[src/rtl/costas_loop_filter_if.sv]
// Phase-detector to NCO bundle for the Costas PI loop filter: window/tick controls in, frequency word out.
interface costas_loop_filter_if #(
    parameter int ERR_W = 12,
    parameter int FW_W  = 24
);
    logic                    tick;
    logic                    unlock;
    logic                    err_valid;
    logic signed [ERR_W-1:0] err_data;
    logic [FW_W-1:0]         freq_word;
    logic                    out_valid;
    logic                    locked;
    logic [7:0]              drop_cnt;

    modport master (
        output tick, unlock, err_valid, err_data,
        input  freq_word, out_valid, locked, drop_cnt
    );

    modport slave (
        input  tick, unlock, err_valid, err_data,
        output freq_word, out_valid, locked, drop_cnt
    );
endinterface

[src/rtl/costas_loop_filter.sv]
// Costas PI loop filter: integrate phase error per unlock window, dump on tick, saturated NCO word (lock FSM: COSTAS_LOCK_DET_EN).
// Latency: tick -> out_valid 2 cycles, fully pipelined; empty windows produce no output.
// Backpressure: none; samples outside the window or beyond a full window are dropped and counted.
module costas_loop_filter #(
    parameter int              ERR_W     = 12,
    parameter int              CNT_W     = 5,
    parameter int              FW_W      = 24,
    parameter logic [FW_W-1:0] CENTER    = 24'h200000,
    parameter int              KP_SH_ACQ = 4,
    parameter int              KI_SH_ACQ = 8,
    parameter int              KP_SH_TRK = 6,
    parameter int              KI_SH_TRK = 11,
    parameter int              LOCK_THR  = 64,
    parameter int              LOCK_N    = 16
) (
    input  logic clock,
    input  logic resetn,
    costas_loop_filter_if.slave bus
);
    localparam int SUM_W = ERR_W + CNT_W;
    localparam int EXT_W = ((SUM_W > FW_W) ? SUM_W : FW_W) + 2;
    localparam logic [CNT_W-1:0]        N_MAX      = '1;
    localparam logic signed [EXT_W-1:0] INT_MAX    = EXT_W'((64'sd1 <<< (FW_W - 1)) - 64'sd1);
    localparam logic signed [EXT_W-1:0] INT_MIN    = EXT_W'(-(64'sd1 <<< (FW_W - 1)));
    localparam logic signed [EXT_W-1:0] FW_MAX     = EXT_W'((64'sd1 <<< FW_W) - 64'sd1);
    localparam logic signed [EXT_W-1:0] CENTER_EXT = {{(EXT_W - FW_W){1'b0}}, CENTER};

    if (LOCK_N < 1 || LOCK_THR < 0 || KP_SH_ACQ < 0 || KI_SH_ACQ < 0 ||
        KP_SH_TRK < 0 || KI_SH_TRK < 0) begin : g_bad_param
        $error("costas_loop_filter: gain shifts and lock parameters must be non-negative, LOCK_N >= 1");
    end

    logic signed [SUM_W-1:0] win_sum, dump_sum, err_ext;
    logic [CNT_W-1:0]        win_n;
    logic                    dump_vld;
    logic                    accept, reject;
    logic [7:0]              drop_cnt;
    logic signed [FW_W-1:0]  integ, integ_nxt;
    logic [FW_W-1:0]         freq_word, freq_nxt;
    logic                    out_valid;
    logic [5:0]              kp_sh, ki_sh;
    logic signed [EXT_W-1:0] sum_ext, p_ext, i_ext, integ_ext, integ_sum, integ_nxt_ext, freq_sum;

    // The tick cycle belongs to no window, so a sample arriving with it is rejected.
    assign accept  = bus.err_valid & bus.unlock & ~bus.tick & (win_n != N_MAX);
    assign reject  = bus.err_valid & ~accept;
    assign err_ext = {{CNT_W{bus.err_data[ERR_W-1]}}, bus.err_data};

    always_ff @(posedge clock) begin
        if (!resetn) begin
            win_sum  <= '0;
            win_n    <= '0;
            dump_sum <= '0;
            dump_vld <= 1'b0;
            drop_cnt <= '0;
        end else begin
            dump_vld <= bus.tick && (win_n != '0);
            if (bus.tick) begin
                dump_sum <= win_sum;
                win_sum  <= '0;
                win_n    <= '0;
            end else if (accept) begin
                win_sum <= win_sum + err_ext;
                win_n   <= win_n + CNT_W'(1);
            end
            if (reject && drop_cnt != 8'hFF) begin
                drop_cnt <= drop_cnt + 8'd1;
            end
        end
    end

`ifdef COSTAS_LOCK_DET_EN
    typedef enum logic {ACQUIRE, TRACK} state_t;
    localparam int RUN_W = $clog2(LOCK_N + 1);
    localparam logic signed [EXT_W-1:0] THR = EXT_W'(LOCK_THR);

    state_t                  state, state_nxt;
    logic [RUN_W-1:0]        run, run_nxt;
    logic signed [EXT_W-1:0] sum_abs;
    logic                    qual;

    assign sum_abs = sum_ext[EXT_W-1] ? -sum_ext : sum_ext;
    assign qual    = (state == ACQUIRE) ? (sum_abs <= THR) : (sum_abs > THR);

    always_ff @(posedge clock) begin
        if (!resetn) begin
            state <= ACQUIRE;
            run   <= '0;
        end else begin
            state <= state_nxt;
            run   <= run_nxt;
        end
    end

    always_comb begin
        state_nxt = state;
        run_nxt   = run;
        if (dump_vld) begin
            if (!qual) begin
                run_nxt = '0;
            end else if (run == RUN_W'(LOCK_N - 1)) begin
                state_nxt = (state == ACQUIRE) ? TRACK : ACQUIRE;
                run_nxt   = '0;
            end else begin
                run_nxt = run + RUN_W'(1);
            end
        end
    end

    // Gains follow the state register, so a switch takes effect from the next dump.
    assign kp_sh      = (state == TRACK) ? 6'(KP_SH_TRK) : 6'(KP_SH_ACQ);
    assign ki_sh      = (state == TRACK) ? 6'(KI_SH_TRK) : 6'(KI_SH_ACQ);
    assign bus.locked = (state == TRACK);
`else
    assign kp_sh      = 6'(KP_SH_ACQ);
    assign ki_sh      = 6'(KI_SH_ACQ);
    assign bus.locked = 1'b0;
`endif

    assign sum_ext       = {{(EXT_W - SUM_W){dump_sum[SUM_W-1]}}, dump_sum};
    assign p_ext         = sum_ext >>> kp_sh;
    assign i_ext         = sum_ext >>> ki_sh;
    assign integ_ext     = {{(EXT_W - FW_W){integ[FW_W-1]}}, integ};
    assign integ_sum     = integ_ext + i_ext;
    assign integ_nxt_ext = {{(EXT_W - FW_W){integ_nxt[FW_W-1]}}, integ_nxt};
    assign freq_sum      = CENTER_EXT + p_ext + integ_nxt_ext;

    always_comb begin
        integ_nxt = integ_sum[FW_W-1:0];
        if (integ_sum > INT_MAX) begin
            integ_nxt = INT_MAX[FW_W-1:0];
        end else if (integ_sum < INT_MIN) begin
            integ_nxt = INT_MIN[FW_W-1:0];
        end
    end

    always_comb begin
        freq_nxt = freq_sum[FW_W-1:0];
        if (freq_sum[EXT_W-1]) begin
            freq_nxt = '0;
        end else if (freq_sum > FW_MAX) begin
            freq_nxt = '1;
        end
    end

    always_ff @(posedge clock) begin
        if (!resetn) begin
            integ     <= '0;
            freq_word <= CENTER;
            out_valid <= 1'b0;
        end else begin
            out_valid <= dump_vld;
            if (dump_vld) begin
                integ     <= integ_nxt;
                freq_word <= freq_nxt;
            end
        end
    end

    assign bus.freq_word = freq_word;
    assign bus.out_valid = out_valid;
    assign bus.drop_cnt  = drop_cnt;
endmodule

[src/flat_wrapper.sv]
// flat-port wrapper written by rule: the top's interface ports become plain ports
module costas_loop_filter_flat 
#(
    parameter int              ERR_W     = 12,
    parameter int              CNT_W     = 5,
    parameter int              FW_W      = 24,
    parameter logic [FW_W-1:0] CENTER    = 24'h200000,
    parameter int              KP_SH_ACQ = 4,
    parameter int              KI_SH_ACQ = 8,
    parameter int              KP_SH_TRK = 6,
    parameter int              KI_SH_TRK = 11,
    parameter int              LOCK_THR  = 64,
    parameter int              LOCK_N    = 16
)
  (clock, resetn, bus_tick, bus_unlock, bus_err_valid, bus_err_data, bus_freq_word, bus_out_valid, bus_locked, bus_drop_cnt);
  costas_loop_filter_if #(.ERR_W(ERR_W), .FW_W(FW_W)) bus_i ();
  input  logic clock;
  input  logic resetn;
  input wire logic [$bits(bus_i.tick)-1:0] bus_tick;
  input wire logic [$bits(bus_i.unlock)-1:0] bus_unlock;
  input wire logic [$bits(bus_i.err_valid)-1:0] bus_err_valid;
  input wire logic [$bits(bus_i.err_data)-1:0] bus_err_data;
  output wire logic [$bits(bus_i.freq_word)-1:0] bus_freq_word;
  output wire logic [$bits(bus_i.out_valid)-1:0] bus_out_valid;
  output wire logic [$bits(bus_i.locked)-1:0] bus_locked;
  output wire logic [$bits(bus_i.drop_cnt)-1:0] bus_drop_cnt;
  assign bus_i.tick = bus_tick;
  assign bus_i.unlock = bus_unlock;
  assign bus_i.err_valid = bus_err_valid;
  assign bus_i.err_data = bus_err_data;
  assign bus_freq_word = bus_i.freq_word;
  assign bus_out_valid = bus_i.out_valid;
  assign bus_locked = bus_i.locked;
  assign bus_drop_cnt = bus_i.drop_cnt;
  costas_loop_filter #(.ERR_W(ERR_W), .CNT_W(CNT_W), .FW_W(FW_W), .CENTER(CENTER), .KP_SH_ACQ(KP_SH_ACQ), .KI_SH_ACQ(KI_SH_ACQ), .KP_SH_TRK(KP_SH_TRK), .KI_SH_TRK(KI_SH_TRK), .LOCK_THR(LOCK_THR), .LOCK_N(LOCK_N)) u_core (.clock(clock), .resetn(resetn), .bus(bus_i));
endmodule
[config.mk]
export PLATFORM = sky130hd
export DESIGN_NAME = costas_loop_filter_flat
export DESIGN_NICKNAME = d
export VERILOG_FILES = /design/src/rtl/costas_loop_filter_if.sv /design/src/rtl/costas_loop_filter.sv /design/src/flat_wrapper.sv
export SDC_FILE = /design/constraint.sdc
export NUM_CORES = 1
export LEC_CHECK = 0
export ABC_AREA = 0
export ABC_CLOCK_PERIOD_IN_PS = 8800
export CAP_MARGIN = 10
export CORE_AREA = 2 2 111 113
export CTS_CLUSTER_DIAMETER = 120
export DETAILED_ROUTE_END_ITERATION = 16
export DIE_AREA = 0 0 113 115
export PLACE_DENSITY_LB_ADDON = 0.1
export SYNTH_ARGS = -nofsm -noshare
export SYNTH_HDL_FRONTEND = slang
export SYNTH_SLANG_ARGS = --single-unit
[constraint.sdc]
create_clock -name clock -period 8.8 [get_ports clock]
set_input_delay 2.64 -clock clock [delete_from_list [all_inputs] [get_ports clock]]
set_output_delay 2.64 -clock clock [all_outputs]
set_load 0.005 [all_outputs]
# Word level (Yosys, flattened, before mapping)
# Cells that the tools add are included.
[totals]
regBits = 97
in_bits = 17
word_cells = 34
[op_classes]
addsub = 6
magnitude_cmp = 3
eq_ne = 2
muxes = 4
bitwise_logic = 7
n_reduce_logical = 4
[op_table]
columns = ["op", "n"]
rows = [
  ["$mux 24", 4],
  ["$gt 26x24->1 const B", 1],
  ["$gt 26x25->1 const B", 1],
  ["$lt 26x24->1 const B", 1],
  ["$add 24x24->25", 1],
  ["$add 24x9->25", 1],
  ["$add 23x13->24 const A", 1],
  ["$add 17x12->17", 1],
  ["$add 8x1->8 const B", 1],
  ["$ne 8x8->1 const B", 1],
  ["$add 5x1->5 const B", 1],
  ["$ne 5x5->1 const B", 1],
  ["$reduce_bool 5->1", 1],
  ["$and 1x1->1", 4],
  ["$not 1->1", 3],
  ["$logic_and 1x1->1", 2],
  ["$reduce_or 2->1", 1],
]

# Depth between registers and ports, before layout
[logic_depth]
word_depth = 8
depth_mapped = 26

# Worst setup path after synthesis
# No wires, ideal clock.
[synth_path]
path_type = "reg2reg"
start = "register u_core.dump_sum[16]"
end = "register u_core.freq_word[0] (netlist: u_core.bus.freq_word[0])"
setup_ns = 0.059
t_arrival_ns = 5.631
t_required_ns = 8.741
slack_ns = 3.110
stages_incl_launch_ff = 23
n_path_buf = 3
period_less_slack_ns = 5.690
path_cell_list = "dfxtp_1 ha_1 a21oi_1 nor2_1 a211oi_1 and2b_1 a311oi_4 nor4_2 o31a_1 clkbuf_1 o21ai_1 ha_1 ha_1 nand3_1 or4_1 a31oi_1 o21ai_1 a31oi_1 xor2_1 and2_1 clkbuf_1 buf_2 a22o_1"
[synth_via]
elab_chain_cells = 8
word_cells_on_any_way = 10
classes_between = "3 x add/sub; 3 x order compare; 4 x mux"
[synth_lines]
columns = ["element", "line_no", "source"]
rows = [
  ["from (decl)", "costas_loop_filter.sv:33", "logic signed [SUM_W-1:0] win_sum, dump_sum, err_ext;"],
  ["from (signal assigned)", "costas_loop_filter.sv:59", "dump_sum <= win_sum;"],
  ["$add 24x9->25 *", "costas_loop_filter.sv:124", "assign integ_sum = integ_ext + i_ext;"],
  ["$lt 26x24->1", "costas_loop_filter.sv:132", "end else if (integ_sum < INT_MIN) begin"],
  ["$mux 24", "costas_loop_filter.sv:132", ""],
  ["$mux 24 *", "costas_loop_filter.sv:130", "if (integ_sum > INT_MAX) begin"],
  ["net u_core.integ_nxt[8]", "costas_loop_filter.sv:38", "logic signed [FW_W-1:0] integ, integ_nxt;"],
  ["$add 24x24->25 *", "costas_loop_filter.sv:126", "assign freq_sum = CENTER_EXT + p_ext + integ_nxt_ext;"],
  ["$gt 26x25->1", "costas_loop_filter.sv:141", "end else if (freq_sum > FW_MAX) begin"],
  ["$mux 24", "costas_loop_filter.sv:141", ""],
  ["$mux 24 *", "costas_loop_filter.sv:139", "if (freq_sum[EXT_W-1]) begin"],
  ["to (signal assigned)", "costas_loop_filter.sv:155", "freq_word <= freq_nxt;"],
  ["to (decl)", "costas_loop_filter.sv:39", "logic [FW_W-1:0] freq_word, freq_nxt;"],
]
# Mark *: on every way through the listed nets, which the timed path passes. The rest lies on a longest branch.
# A chain may end at the register's enable or synchronous reset.

# Worst setup path after layout
[layout_path]
start = "register u_core.dump_sum[16]"
end = "register u_core.freq_word[22] (netlist: u_core.bus.freq_word[22])"
# The elaborated chain is that of the path after synthesis.

==> out/qor.yml <==
place_area_um2: 7510
met3_usage: 0.0322
drc: 1
synth_area_leaders: "dfxtp_1 (27%), ha_1 (16%), a21oi_1 (4.8%)"
regArea_um2: 1860
ctsResizeCount: 0
timing.rr.end: "u_core.bus.freq_word[22]"
status: "finished, violations left"
numCtsBuffers: 9
synth_top_area_frac: 0.268
crit_type: "reg2reg"
vias: 6243
num_antenna_cells: 0
first_pass_iters: 12
post-route-period-util: 0.748
grt_setup_unrepaired: "no"
htree_levels: 3
drt_wl_total_mm: 16.0
die_h_um: 115
drv_cap: 0
synth_seq_area_share: 0.268
clock-sinks: 93
arrival_ns: 6.87
finalSetupTns_ns: 0
finalHoldViolations: 0
yosysMostFrequentCell: "dfxtp_1"
violations: "design-rule violations"
worst_ep_required_time_ns: 9.09
synth_area_um2: 6940
ys_types: 73
num_rows: 40
die_w_um: 113
antenna_found_initial: 0
synth_edf_count: 0
dr.first_iter.drc_count: 355
timing_worst_slew_pin_value_ns: 1.04
gp_congestion: 0.896
grt_use_total: 0.254
yosysTopAreaCell: "dfxtp_1"
drt-wirelength-per-cell_um: 16.0
irDropWorstVdd_v: 0.0000867
cts_buffer_depth: 2
cpPeakStageDelay_ns: 0.68
clock-root-buffer: "clkbuf_16"
r2r_slack_ns: 2.22
clk_pin_slew_ns: 0.07
maxSlewViolCount: 0
r2r-start: "u_core.dump_sum[16]"
ios: 51
met2_usage: 0.443
grt_busiest_layer: "met2"
crit_top_cell: "ha_1"
clock.fmax_mhz: 152
min_period_ns: 6.58
yosysWarnings: 0
synth_flop_cell: "dfxtp_1"
setup.worst_path.start: "u_core.dump_sum[16]"
dp_hpwl_mm: 12.2
grt_pass1_vias: 5972
finalNetCount: 958
via_per_inst: 6.25
setup_viol: 0
cts_setup_buffers: 0
leakage_nw: 3.63
cp_max_fo: 28
antenna_left: 0
cp-end-kind: "register"
rr_worst_depth: 20
hp-class: "reg2reg"
areaGrowthSynthToFinish_pct: 12.6
final_area_um2: 7820
postSynthAreaPerCell_um2: 8.51
worstPathCellList: "buf_4 > ha_1 > a21oi_1 > nor2_1 > a211oi_1 > and2b_1 > a311oi_4 > nor4_2 > o31a_1 > o21ai_1 > ha_1 > ha_1 > nand3_1 > or4_1 > a31oi_1 > o21ai_1 > a31oi_1 > xor2_1 > and2_1 > a32o_1"
holdBufCountCts: 0
drive_above_1_share: 0.0481
fin_skew_ns: 0.00651
p_per_area_nw_per_um2: 115
die-area_um2: 13000
coreArea_um2: 11800
cp-start-kind: "register"
grt_max_degree: 46
fillers: 1026
clkLatencyLatePin_ns: 0.35
critical_path.endpoint: "u_core.bus.freq_word[22]"
syn-num-nets: 927
slowest_stage: "and2_1"
multi_input_area_um2: 4810
synth_commonest_cells: "dfxtp_1 (93), ha_1 (91), nand2_1 (76), a21oi_1 (66), nor2_1 (59)"
ys_ff_latch: 93
total_power_w: 0.000898
port_buffers: 49
maxSlewHeadroom: 0.305
met1_usage: 0.314
start_util: 0.588
grt-ovfl-total: 0
grt_pass1_wl_mm: 27.3
synthArstFlopShare: 0
cts_tree: "built"
postSynthCellCount: 816
## where the power goes
| group | leakage [nW] | switching [W] | internal, W | total, W |
|---|---|---|---|---|
| logic | 2.74 | 0.0000370 | 0.0000288 | 0.0000659 |
| clock network | 0.145 | 0.000181 | 0.000225 | 0.000406 |
| registers | 0.750 | 0.00000286 | 0.000424 | 0.000426 |
## state kept, by name, indices dropped and copies added (netlist names)
signal                count
u_core.win_n              5
u_core.bus.drop_cnt       8
u_core.dump_vld           1
u_core.bus.out_valid      1
u_core.dump_sum          13
u_core.bus.freq_word     24
u_core.win_sum           17
u_core.integ             24
## cell type report
cell class                 count  share of cell area
sequential                    93               0.238
clock buffer                   9              0.0288
inverter                      34              0.0163
tap                          147              0.0235
clock inverter                 7              0.0106
multi-input combinational    655               0.615
timing repair buffer          54              0.0675
## cells by family (layout without fill, tap and decap cells)
| group | after synthesis | in the layout | synth area share |
|---|---|---|---|
| and+or+nand+nor | 225 | 225 | 0.156 |
| muxes | 16 | 16 | 0.0231 |
| AOI/OAI and AO/OA | 265 | 265 | 0.269 |
| buffers and inverters | 68 | 104 | 0.0416 |
| DFF | 93 | 93 | 0.268 |
| xor gates and xnor gates | 54 | 54 | 0.0681 |
| other | 1 | 1 | 0.000540 |
| adders and majority gates | 94 | 94 | 0.173 |
## routing by layer
layer	wire length (um)	vias to the layer above	share of wire
met5	0	-	0
met4	493	0	0.031
met3	531	44	0.033
met2	7870	140	0.49
met1	7130	2969	0.44
li1	-	3090	-
## how the worst min path moves through the flow
stage | start | end | cells past startpoint
after floorplan | u_core.win_sum[3] | u_core.win_sum[3] | 2
final | u_core.win_sum[0] | u_core.win_sum[0] | 2
after global routing | u_core.win_sum[2] | u_core.win_sum[2] | 2
after global placement | u_core.win_sum[3] | u_core.win_sum[3] | 2
after CTS | u_core.win_sum[0] | u_core.win_sum[0] | 2
after detailed placement | u_core.win_sum[2] | u_core.win_sum[2] | 2
## critical path: cells and delay by family, from the launching register on
family | cells | cell delay (ns)
DFF | 1 | 0.31
and+or+nand+nor | 6 | 2.11
xor gates and xnor gates | 1 | 0.19
buffers and inverters | 1 | 0.31
AOI/OAI and AO/OA | 9 | 2.52
adders and majority gates | 3 | 1.06
## per-stage QoR
step           setup slack, ns  hold slack [ns]  cells  utilization
6_report                  2.22            0.460    999        0.662
5_1_grt                   1.78            0.492    999        0.662
4_1_cts                   2.30            0.462    999        0.662
3_5_place_dp              2.35            0.452    983        0.636
3_3_place_gp              2.63            0.443    983        0.636
2_1_floorplan             3.11            0.436    816            -
## placed cells by master (no fill, tap or decap), types with 5 or more instances in the layout
cell type        instances
or3_1                    9
xnor2_1                 28
o31ai_1                  8
ha_1                    91
nand2b_1                 7
clkbuf_16                9
a31oi_1                 10
nand4_1                  7
dfxtp_1                 93
nand2_1                 76
a22o_1                  23
mux2i_1                 16
a21oi_1                 66
nor2_1                  58
inv_1                   33
nand3_1                 19
and2_1                   7
and3_1                   8
clkdlybuf4s50_1         49
buf_4                    5
a21o_1                  30
o21ai_0                 36
a211oi_1                10
o311ai_1                16
nor3_1                   9
xor2_1                  26
o21a_1                   8
or2_2                    5
o21ai_1                  9
No activity file was read; power rests on OpenSTA's default activity.
